### config.mk
export PLATFORM = sky130hd
export DESIGN_NAME = bitfusion_psum_accum
export DESIGN_NICKNAME = d
export VERILOG_FILES = /design/src/rtl/bitfusion_psum_accum.sv
export SDC_FILE = /design/constraint.sdc
export NUM_CORES = 1
export LEC_CHECK = 0
export CAP_MARGIN = 30
export CORE_ASPECT_RATIO = 0.6
export CORE_MARGIN = 2
export CORE_UTILIZATION = 50
export DETAILED_ROUTE_END_ITERATION = 12
export PLACE_DENSITY = 0.82
export REMOVE_ABC_BUFFERS = 1
export SYNTH_ARGS = -nofsm -noshare
export SYNTH_HDL_FRONTEND = slang
export SYNTH_SLANG_ARGS = --single-unit
### constraint.sdc
create_clock -name clk -period 2.9 [get_ports clk]
set_input_delay 0.435 -clock clk [delete_from_list [all_inputs] [get_ports clk]]
set_output_delay 0.435 -clock clk [all_outputs]
set_load 0.02 [all_outputs]
### src/rtl/bitfusion_psum_accum.sv
// bitfusion_psum_accum: accumulates len psum beats per job into one wide result with valid/ready output
//
// Ports:
//   clk, rst_n        clock (rising edge), asynchronous active-low reset
//   start, len        job start pulse and beat count, sampled in IDLE or on the DONE handshake cycle
//   psum_signed       job treats psum as two's complement when 1, sampled with start
//   psum_valid, psum  incoming partial-sum beat stream (only consumed in ACCUM)
//   acc_out           completed dot-product result
//   out_valid         acc_out holds a completed result
//   out_ready         downstream accepts the result
//   busy              high while a job is accumulating or its result is pending
//   sat               a clamp happened in the current or last job
//
// Optional macro BITFUSION_ACC_SATURATE_EN: every add saturates and sat reports it;
// without it the accumulator wraps modulo 2^ACC_W and sat is tied low.
module bitfusion_psum_accum #(
    parameter int PSUM_W = 16,
    parameter int ACC_W  = 32,
    parameter int LEN_W  = 12
) (
    input  logic              clk,
    input  logic              rst_n,
    input  logic              start,
    input  logic [LEN_W-1:0]  len,
    input  logic              psum_signed,
    input  logic              psum_valid,
    input  logic [PSUM_W-1:0] psum,
    output logic [ACC_W-1:0]  acc_out,
    output logic              out_valid,
    input  logic              out_ready,
    output logic              busy,
    output logic              sat
);
    typedef enum logic [1:0] {IDLE, ACCUM, DONE} state_t;

    state_t            state;
    logic [ACC_W-1:0]  acc;
    logic [LEN_W-1:0]  count;
    logic              sgn;
    logic [ACC_W-1:0]  ext;
    logic [ACC_W-1:0]  sum;
    logic              take;

    assign ext  = sgn ? {{(ACC_W-PSUM_W){psum[PSUM_W-1]}}, psum} : {{(ACC_W-PSUM_W){1'b0}}, psum};
    // a new job is accepted from IDLE, or from DONE only when the pending result leaves this cycle
    assign take = start && (state == IDLE || (state == DONE && out_ready));
    assign busy = (state != IDLE);

`ifdef BITFUSION_ACC_SATURATE_EN
    localparam logic [ACC_W-1:0] U_MAX = '1;
    localparam logic [ACC_W-1:0] S_MAX = {1'b0, {(ACC_W-1){1'b1}}};
    localparam logic [ACC_W-1:0] S_MIN = {1'b1, {(ACC_W-1){1'b0}}};

    logic [ACC_W:0] wide;
    logic           clamp;
    logic           sat_q;

    // signed overflow: operands share a sign that the sum does not; unsigned overflow: carry out
    always_comb begin
        wide  = {1'b0, acc} + {1'b0, ext};
        clamp = sgn ? (acc[ACC_W-1] == ext[ACC_W-1]) && (wide[ACC_W-1] != acc[ACC_W-1]) : wide[ACC_W];
        sum   = !clamp ? wide[ACC_W-1:0] : !sgn ? U_MAX : acc[ACC_W-1] ? S_MIN : S_MAX;
    end

    assign sat = sat_q;
`else
    assign sum = acc + ext;
    assign sat = 1'b0;
`endif

    always_ff @(posedge clk or negedge rst_n) begin
        if (!rst_n) begin
            state     <= IDLE;
            acc       <= '0;
            count     <= '0;
            sgn       <= 1'b0;
            acc_out   <= '0;
            out_valid <= 1'b0;
`ifdef BITFUSION_ACC_SATURATE_EN
            sat_q     <= 1'b0;
`endif
        end else if (take) begin
            count     <= len;
            sgn       <= psum_signed;
            acc       <= '0;
            state     <= (len == '0) ? DONE : ACCUM;
            out_valid <= (len == '0);
            if (len == '0)
                acc_out <= '0;
`ifdef BITFUSION_ACC_SATURATE_EN
            sat_q     <= 1'b0;
`endif
        end else if (state == ACCUM && psum_valid) begin
            acc   <= sum;
            count <= count - 1'b1;
`ifdef BITFUSION_ACC_SATURATE_EN
            if (clamp)
                sat_q <= 1'b1;
`endif
            if (count == LEN_W'(1)) begin
                acc_out   <= sum;
                out_valid <= 1'b1;
                state     <= DONE;
            end
        end else if (state == DONE && out_ready) begin
            out_valid <= 1'b0;
            state     <= IDLE;
        end
    end
endmodule
==> impl_metrics.json, run 1 <==
{
  "wl_met1_mm": 7.32,
  "ys_types": 62,
  "cts_inserted_buffers": 9,
  "met2_length_mm": 6.47,
  "synthTopCellsByCount": "112 x nand2_1, 79 x dfrtp_1, 56 x o21ai_0",
  "worstReg2RegStart": "acc[1]",
  "arrival_ns": 3.11,
  "io_pins": 69,
  "finalHoldViolCount": 0,
  "ys_seq_elements": 79,
  "fmax_mhz": 350,
  "clock-root-buffer": "clkbuf_16",
  "fp.coreArea_um2": 9810,
  "synth-main-ff-cell": "dfrtp_1",
  "yosysTopAreaCell": "dfrtp_1",
  "postCtsHoldBufs": 0,
  "min_period_ns": 2.86,
  "cts_tree": "yes",
  "seq_area_frac_synth_pct": 39.4,
  "required_ns": 3.15,
  "max_slew_margin_pct": 56.8,
  "outcome": "finished clean",
  "cp_cell_sequence": "clkdlybuf4s50_1, ha_4, a211oi_4, o21ai_2, and3_4, o21a_1, o21a_1, or4_4, and2_4, xor2_1, o31ai_2",
  "wl_per_cell_um": 18.0,
  "antenna_found_initial": 0,
  "critPathMaxStageDelay_ns": 0.53,
  "synthAdderAreaFrac_pct": 5.38,
  "rows": 28,
  "fin_cells": 846,
  "cp-end-kind": "register",
  "cp-start-kind": "input pin",
  "start_util_pct": 51.2,
  "synth-edff-count": 0,
  "fp.dieW_um": 133,
  "die_h_um": 81.6,
  "hp-class": "input pin to async pin",
  "rsz0062_at_grt": "yes",
  "syn_area_per_cell_um2": 8.39,
  "yosys_warnings": 0,
  "synth-simple-area-share_pct": 22.1,
  "place_inst": 826,
  "synthArstFlopShare_pct": 100,
  "synthXorXnorAreaFrac_pct": 7.15,
  "critPathSlowestCell": "or4_4",
  "clk_transition_reported_paths_ns": 0.06,
  "highest-signal-layer": "met4",
  "grt.overflow.total": 0,
  "synth_compound_area_share_pct": 21.1,
  "io_buffers": 67,
  "vdd_drop_max_uv": 477,
  "layout.nets": 763,
  "area_growth_pct": 34.2,
  "crit_top_cell": "o21a_1",
  "grt_max_degree": 80,
  "synth_most_common_cell": "nand2_1",
  "wl_met3_mm": 1.31,
  "wirelength_mm": 15.2,
  "dieArea_um2": 10900,
  "grt_pass1_wl_mm": 24.0,
  "max_cap_violations": 0,
  "antenna_cells": 0,
  "place.gp.congestion": 0.992,
  "tightest_slew_ns": 0.648,
  "period_share_pct": 98.6,
  "slew_viol_final": 0,
  "synth_top_family_by_area": "simple AND/OR/NAND/NOR gates",
  "nFillCells": 782,
  "power.density_nw_per_um2": 1060,
  "fin_skew_ns": 0.00699,
  "path_class": "input pin to register",
  "leakagePower_nw": 2.99,
  "final-setup-viol-count": 0,
  "num_vias": 4994,
  "drive_gt1_share_pct": 17.6,
  "synth.area.mux_share_pct": 1.42,
  "ant_nets": 0,
  "synth.area.top_cells": "dfrtp_1 39%, nand2_1 8.4%, o21ai_0 5.6%",
  "cts_sinks": 79,
  "firstDrtPassIters": 5,
  "track_usage_pct": 28.4,
  "drc": 0,
  "crit_path_start": "psum[2]",
  "h-tree-depth": 3,
  "syn_inst": 598,
  "path_max_fanout": 4,
  "vias_per_cell": 5.90,
  "clock_latency_ns": 0.34,
  "syn_area_um2": 5020,
  "post-dp-hpwl_mm": 10.8,
  "cts_max_path_buffers": 2,
  "drt_iter0_drc": 363,
  "synth_top_area_share_pct": 39.4,
  "grt_pass1_vias": 4591,
  "holdWs_ns": 0.0697
}
layout make-up:
type	count	area (µm²)	area share, %
flip-flops and latches	79	1980	29.4
repair buffers	136	1220	18.1
inverters	6	22.5	0.334
clock inverters	4	47.5	0.706
well taps	135	169	2.51
clock buffers	10	239	3.55
multi-input cells	476	3060	45.4
flip-flops by register name, indices dropped and copies added (netlist names):
register	count
out_valid	1
state	1
count	12
acc_out	32
sgn	1
acc	32
metal layers:
layer / up-vias / GRT usage (%)
met2: 209 / 42.6
met3: 16 / 5.74
met1: 2422 / 42.8
met4: 0 / 5.11
met5: - / 0
li1: 2347 / -
path summary, 6_finish.rpt:
kind / depth (start not counted) / slack [ns] / endpoint
worst max-delay path: 11 / 0.04 / acc_out[17]
worst min-delay path: 1 / 0.07 / acc[3]
worst max register to register: 10 / 0.06 / acc_out[17]
worst min register to register: 2 / 0.47 / acc_out[7]
max in group asynchronous: 2 / 2.23 / acc[14]
min in group clk: 2 / 0.47 / acc_out[7]
layout by cell type (no fill, tap or decap), drive strengths merged, types with 3 or more instances in the layout:
cell | synthesis | final
nand4 | 9 | 9
nand2b | 5 | 5
inv | 6 | 6
or3 | 6 | 6
o21a | 5 | 5
o2111ai | 3 | 3
mux2i | 6 | 6
a31oi | 4 | 4
and2 | 6 | 6
a21oi | 34 | 34
xor2 | 13 | 13
dlymetal6s2s | 0 | 7
o31ai | 7 | 7
nor2b | 5 | 5
o21ai | 59 | 59
buf | 5 | 70
nor3 | 9 | 9
nand3 | 17 | 17
nor2 | 42 | 42
nand2 | 112 | 112
a21o | 18 | 18
o211ai | 8 | 8
a22oi | 4 | 4
nor4 | 6 | 6
clkdlybuf4s50 | 0 | 59
a211oi | 7 | 7
dfrtp | 79 | 79
ha | 20 | 20
xnor2 | 28 | 28
clkbuf | 32 | 10
and3 | 11 | 11
per-stage QoR:
| step | util [%] | setup TNS, ns | instance area, µm² | worst slack [ns] | power (mW) |
|---|---|---|---|---|---|
| after global placement | 63.1 | -9.61 | 6190 | -0.404 | 5.51 |
| after detailed placement | 63.1 | -11.82 | 6190 | -0.431 | 5.62 |
| after global routing | 68.7 | -0.0964 | 6740 | -0.0504 | 7.61 |
| final | 68.7 | 0 | 6740 | 0.0414 | 7.11 |
| after CTS | 66.3 | 0 | 6500 | 0.00156 | 6.81 |
| after floorplan | - | -12.48 | 4870 | -0.486 | 4.12 |
where the power goes:
| part | switching, mW | internal [mW] | leakage (nW) | total [mW] |
|---|---|---|---|---|
| Combinational | 2.07 | 1.86 | 1.83 | 3.93 |
| Sequential | 0.504 | 1.55 | 1.02 | 2.06 |
| Clock | 0.450 | 0.677 | 0.140 | 1.13 |
| Total | 3.03 | 4.09 | 2.99 | 7.11 |
kinds of logic after synthesis:
logic type | Yosys count
buffers and inverters | 43
multiplexers | 7
adder cells (fa/ha/maj) | 21
AND/OR/NAND/NOR | 239
flip-flops | 79
other | 1
XOR/XNOR | 41
AO/OA/AOI/OAI | 167
what timing repair did:
action                     in CTS  in global routing
setup endpoints to repair      17                 32
gates resized for setup         5                 36
pin swaps                       4                 25
setup buffers                   1                  4
critical path, delay by kind of cell:
family | cells | cell delay, ns
xor+xnor | 1 | 0.14
simple gates | 3 | 0.88
fa+ha+maj | 1 | 0.20
compound gates | 5 | 1.01
buf+inv | 1 | 0.45
No activity file was read; power rests on OpenSTA's default activity.
==> run 2, diff against run 1 <==
--- a/config.mk
+++ b/config.mk
@@ -7,7 +7,6 @@
 export LEC_CHECK = 0
 export CAP_MARGIN = 30
 export CORE_ASPECT_RATIO = 0.6
-export CORE_MARGIN = 2
 export CORE_UTILIZATION = 50
 export DETAILED_ROUTE_END_ITERATION = 12
 export PLACE_DENSITY = 0.82
==> run 2 against run 1 <==
  * The run now ends with setup timing left
  * Cell count is 1.4% higher
  * Clock power is 9% higher
  * Sequential cell count stayed put
  * Clock-buffer cell count is 2 higher
  * Via count is 2.6% higher
  * Worst setup slack worse by 0.064 ns
==> impl_metrics.json, run 2 (synthesis gave the netlist of run 1 again) <==
{
  "worstReg2RegEnd": "acc[6]",
  "grt_max_degree": 47,
  "wirelength_mm": 16.0,
  "worstReg2RegStart": "acc[0]",
  "fmax_mhz": 342,
  "clk_transition_reported_paths_ns": 0.06,
  "grt_pass1_vias": 4846,
  "h-tree-depth": 3,
  "num_vias": 5122,
  "arrival_ns": 3.19,
  "top_regs": "acc x32, acc_out x32, count x12",
  "vias_per_cell": 5.97,
  "cp_top_family": "buffers and inverters",
  "start_util_pct": 53.1,
  "wl_per_cell_um": 18.6,
  "crit_top_cell": "buf_4",
  "ant_nets": 0,
  "antenna_cells": 0,
  "clock_latency_ns": 0.34,
  "dpl_cell_area_um2": 6230,
  "outcome": "complete, but fails checks",
  "io_pins": 69,
  "track_usage_pct": 30.9,
  "required_ns": 3.17,
  "period_share_pct": 101,
  "io_buffers": 67,
  "final_area_um2": 6910,
  "power.density_nw_per_um2": 1080,
  "clock-root-buffer": "clkbuf_16",
  "fin_cells": 858,
  "tightest_slew_ns": 0.569,
  "max_slew_margin_pct": 62.0,
  "hp-class": "input pin to async pin",
  "layout_commonest_cell": "nand2_1",
  "cts_sinks": 79,
  "finalHoldViolCount": 0,
  "path_depth": 17,
  "rows": 27,
  "critPathBufInv": 11,
  "mostFrequentLayoutCells": "111 x nand2_1, 84 x buf_4, 79 x dfrtp_1",
  "place_inst": 825,
  "fin_skew_ns": 0.00394,
  "post-dp-hpwl_mm": 11.1,
  "cp_cell_sequence": "clkdlybuf4s50_1, ha_4, nand4_1, buf_4, buf_4, buf_4, buf_4, buf_4, buf_4, buf_4, buf_4, buf_4, buf_4, nand2_4, xnor2_2, nand2_1, a21oi_2",
  "min_period_ns": 2.92,
  "drt_iter0_drc": 521,
  "finalSetupTns_ns": -0.0224,
  "r2r_slack_ns": 0.03,
  "antenna_found_initial": 0,
  "die_h_um": 79.6,
  "cts_tree": "yes",
  "drive_gt1_share_pct": 19.5,
  "final-setup-viol-count": 1,
  "cts_inserted_buffers": 9,
  "dieArea_um2": 10500,
  "setup_ws_ns": -0.0224,
  "firstDrtPassIters": 5,
  "fp.dieW_um": 131,
  "nFillCells": 670,
  "cp-start-kind": "input pin",
  "slew_viol_final": 0,
  "holdWs_ns": 0.0461,
  "layout.nets": 779,
  "vdd_drop_max_uv": 528,
  "grt.overflow.total": 0,
  "path_max_fanout": 4,
  "cts_max_path_buffers": 2,
  "leakagePower_nw": 3.07,
  "max_cap_violations": 0,
  "area_growth_pct": 37.6,
  "critPathSlowestCell": "clkdlybuf4s50_1",
  "drc": 0,
  "worstRegToRegCells": 18,
  "rsz0062_at_grt": "yes",
  "fp.coreArea_um2": 9460,
  "path_class": "input pin to register",
  "failed_checks": "setup timing",
  "cp-end-kind": "register",
  "grt_pass1_wl_mm": 24.8,
  "place.gp.congestion": 0.939,
  "postCtsHoldBufs": 0,
  "critPathMaxStageDelay_ns": 0.48,
  "power_mw": 7.46
}
## run 2: changes by cell type in the layout (fill, tap and decap cells not counted), moves of 4 or more
| cell | before | now |
|---|---|---|
| buf_4 | 68 | 84 |
| ha_1 | 10 | 16 |
| o21ai_0 | 53 | 48 |
| o21ai_1 | 4 | 10 |
| dlymetal6s2s_1 | 7 | 3 |
## run 2: layer usage
layer,part of all wire [%],track usage (%),vias up
met5,0,0,-
met4,1.6,7.44,0
met3,8.3,5.78,24
met2,44,48.6,234
met1,46,44.0,2490
li1,-,-,2374
## run 2: final cells by class
cell class,count,area [µm²],area share (%)
multi-input combinational,476,3100,44.8
clock inverter,3,67.6,0.978
tap,130,163,2.35
inverter,6,22.5,0.326
sequential,79,1980,28.6
timing repair buffer,152,1340,19.3
clock buffer,12,246,3.57
## run 2: report_power, final
group	switching, mW	internal, mW	total, mW
logic	2.23	1.97	4.20
registers	0.477	1.55	2.03
clock network	0.452	0.774	1.23
## run 2: stage by stage
step | util [%] | setup slack, ns
after floorplan | - | -0.486
after global placement | 65.6 | -0.541
after detailed placement | 65.9 | -0.546
after CTS | 70.6 | 0.00243
after global routing | 73.0 | -0.119
final | 73.0 | -0.0224
## run 2: how the worst max path moves through the flow
stage	startpoint	endpoint
final	psum[5]	acc[6]
after global routing	acc[0]	acc[22]
after CTS	psum[8]	acc_out[17]
after detailed placement	psum[0]	acc[24]
after global placement	psum[0]	acc[24]
after floorplan	out_valid	out_valid
## run 2: timing repair
action,4_1_cts,5_1_grt
setup endpoints to repair,24,36
setup buffers,12,9
pin swaps,9,26
gates resized for setup,14,35
## run 2: worst register-to-register path, cell delays in order, from the launching register on
cell and delay (ns):
dfrtp_1 0.39, ha_4 0.15, fa_2 0.20, a21o_1 0.14, nand4_1 0.16, buf_4 0.19, buf_4 0.12, buf_4 0.13
buf_4 0.13, buf_4 0.12, buf_4 0.12, buf_4 0.12, buf_4 0.13, buf_4 0.13, buf_4 0.13, nand2_4 0.07
xnor2_2 0.12, nand2_1 0.10, a21oi_2 0.15
==> run 3, diff against run 2 <==
--- a/config.mk
+++ b/config.mk
@@ -9,6 +9,7 @@
 export CORE_ASPECT_RATIO = 0.6
 export CORE_UTILIZATION = 50
 export DETAILED_ROUTE_END_ITERATION = 12
+export MAX_ROUTING_LAYER = met4
 export PLACE_DENSITY = 0.82
 export REMOVE_ABC_BUFFERS = 1
 export SYNTH_ARGS = -nofsm -noshare
==> run 3 against run 2 <==
  * The run now ends clean
  * Highest routed layer unchanged
  * Clock skew rose by 0.0018 ns
  * Global-route usage rose by 1.1 points
  * First-iteration DRC count decreased by 7.3%
  * Clock-buffer cell count did not move
  * Clock power grew 9.8%
  * Largest cell class unchanged
==> impl_metrics.json, run 3 (synthesis gave the netlist of run 1 again) <==
{
  "cp-end-kind": "register",
  "layout_commonest_cell": "nand2_1",
  "antenna_cells": 0,
  "required_ns": 3.11,
  "dp_slack_ns": -0.575,
  "cts_tree": "yes",
  "setup_ws_ns": 0.0695,
  "leakagePower_nw": 3.08,
  "outcome": "finished clean",
  "rsz0062_at_grt": "yes",
  "wirelength_mm": 15.9,
  "firstDrtPassIters": 6,
  "hp-class": "input pin to async pin",
  "met2_usage_pct": 47.7,
  "rows": 27,
  "grt_max_degree": 44,
  "drc": 0,
  "post-dp-hpwl_mm": 11.0,
  "area_growth_pct": 38.3,
  "grtUsageMet1_pct": 43.3,
  "clock-root-buffer": "clkbuf_16",
  "mostFrequentLayoutCells": "111 x nand2_1, 79 x dfrtp_1, 75 x buf_4",
  "fp.coreArea_um2": 9460,
  "dpl_cell_area_um2": 6280,
  "num_vias": 5053,
  "grtUsageMet3_pct": 7.94,
  "drive_gt1_share_pct": 19.7,
  "crit_path_start": "acc[0]",
  "io_buffers": 67,
  "start_util_pct": 53.1,
  "period_share_pct": 97.6,
  "tightest_slew_ns": 0.612,
  "fin_skew_ns": 0.00570,
  "min_period_ns": 2.83,
  "cts_max_path_buffers": 2,
  "max_cap_violations": 0,
  "fin_cells": 852,
  "fp.dieW_um": 131,
  "cp-start-kind": "register",
  "place.gp.congestion": 0.999,
  "vdd_drop_max_uv": 490,
  "final-setup-viol-count": 0,
  "nFillCells": 718,
  "clk_transition_reported_paths_ns": 0.06,
  "slew_viol_final": 0,
  "vias_per_cell": 5.93,
  "max_slew_margin_pct": 59.2,
  "final_area_um2": 6940,
  "place_inst": 830,
  "cts_sinks": 79,
  "die_h_um": 79.6,
  "power.density_nw_per_um2": 1090,
  "fmax_mhz": 353,
  "top_regs": "acc x32, acc_out x32, count x12",
  "grt.overflow.total": 0,
  "power_mw": 7.56,
  "arrival_ns": 3.04,
  "finalHoldViolCount": 0,
  "drt_iter0_drc": 483,
  "holdWs_ns": 0.0702,
  "worstReg2RegStart": "acc[0]",
  "cts_inserted_buffers": 9,
  "antenna_found_initial": 0,
  "busiest_layer": "met2",
  "h-tree-depth": 3,
  "multi_input_area_um2": 3120,
  "grt_pass1_wl_mm": 25.0,
  "ant_nets": 0,
  "clock_latency_ns": 0.34,
  "track_usage_pct": 31.9,
  "ff_latch_area_um2": 1980,
  "dieArea_um2": 10500,
  "wl_per_cell_um": 18.7,
  "io_pins": 69,
  "path_max_fanout": 3,
  "path_class": "register to register",
  "grt_pass1_vias": 4882,
  "layout.nets": 773
}
-- run 3: report_power, final --
group          leakage [nW]  switching [mW]  internal [mW]  total (mW)
registers              1.02           0.517           1.55        2.07
logic                  1.89            2.17           1.97        4.14
clock network         0.169           0.464          0.884        1.35
-- run 3: through the flow --
step	utilization, %	TNS (ns)
floorplan	-	-12.48
global placement	66.2	-12.83
detailed placement	66.4	-13.85
CTS	71.0	0
global route	73.4	-0.109
finish	73.4	0
-- run 3: worst max-delay path, cell delays in order, from the launching register on --
cell	delay [ns]
dfrtp_1	0.40
ha_4	0.17
fa_2	0.34
a21o_1	0.19
nand4_1	0.12
a211oi_2	0.10
buf_4	0.14
o21a_1	0.19
a31o_4	0.24
a21oi_4	0.17
o2111ai_2	0.15
buf_4	0.19
o211ai_1	0.18
o31ai_1	0.10
-- run 3: final cells by class --
| cell class | count | share of cell area [%] |
|---|---|---|
| sequential | 79 | 28.5 |
| timing repair buffer | 146 | 18.9 |
| clock buffer | 12 | 3.69 |
| tap | 130 | 2.34 |
| multi-input combinational | 476 | 45.0 |
| inverter | 6 | 0.324 |
| clock inverter | 3 | 1.30 |
-- run 3: metal layers --
metal  vias to the layer above  share of wire (%)
met5                         -                  0
met4                         0                1.2
met3                        18                8.8
met2                       240                 43
met1                      2441                 47
li1                       2354                  -
-- run 3: timing repair --
action | in CTS | in global routing
endpoints found under the setup margin | 29 | 33
hold buffers | 0 | 0
gates resized for setup | 15 | 41
setup buffers | 6 | 3
pin swaps | 10 | 24
-- run 3: worst paths after layout --
| kind | end | slack, ns | cells after the start |
|---|---|---|---|
| max | acc[28] | 0.07 | 13 |
| min | acc[10] | 0.07 | 1 |
| max reg2reg | acc[28] | 0.07 | 13 |
| min reg2reg | acc_out[6] | 0.47 | 2 |
| max in group asynchronous | acc_out[18] | 2.22 | 2 |
| min in group clk | acc_out[6] | 0.47 | 2 |
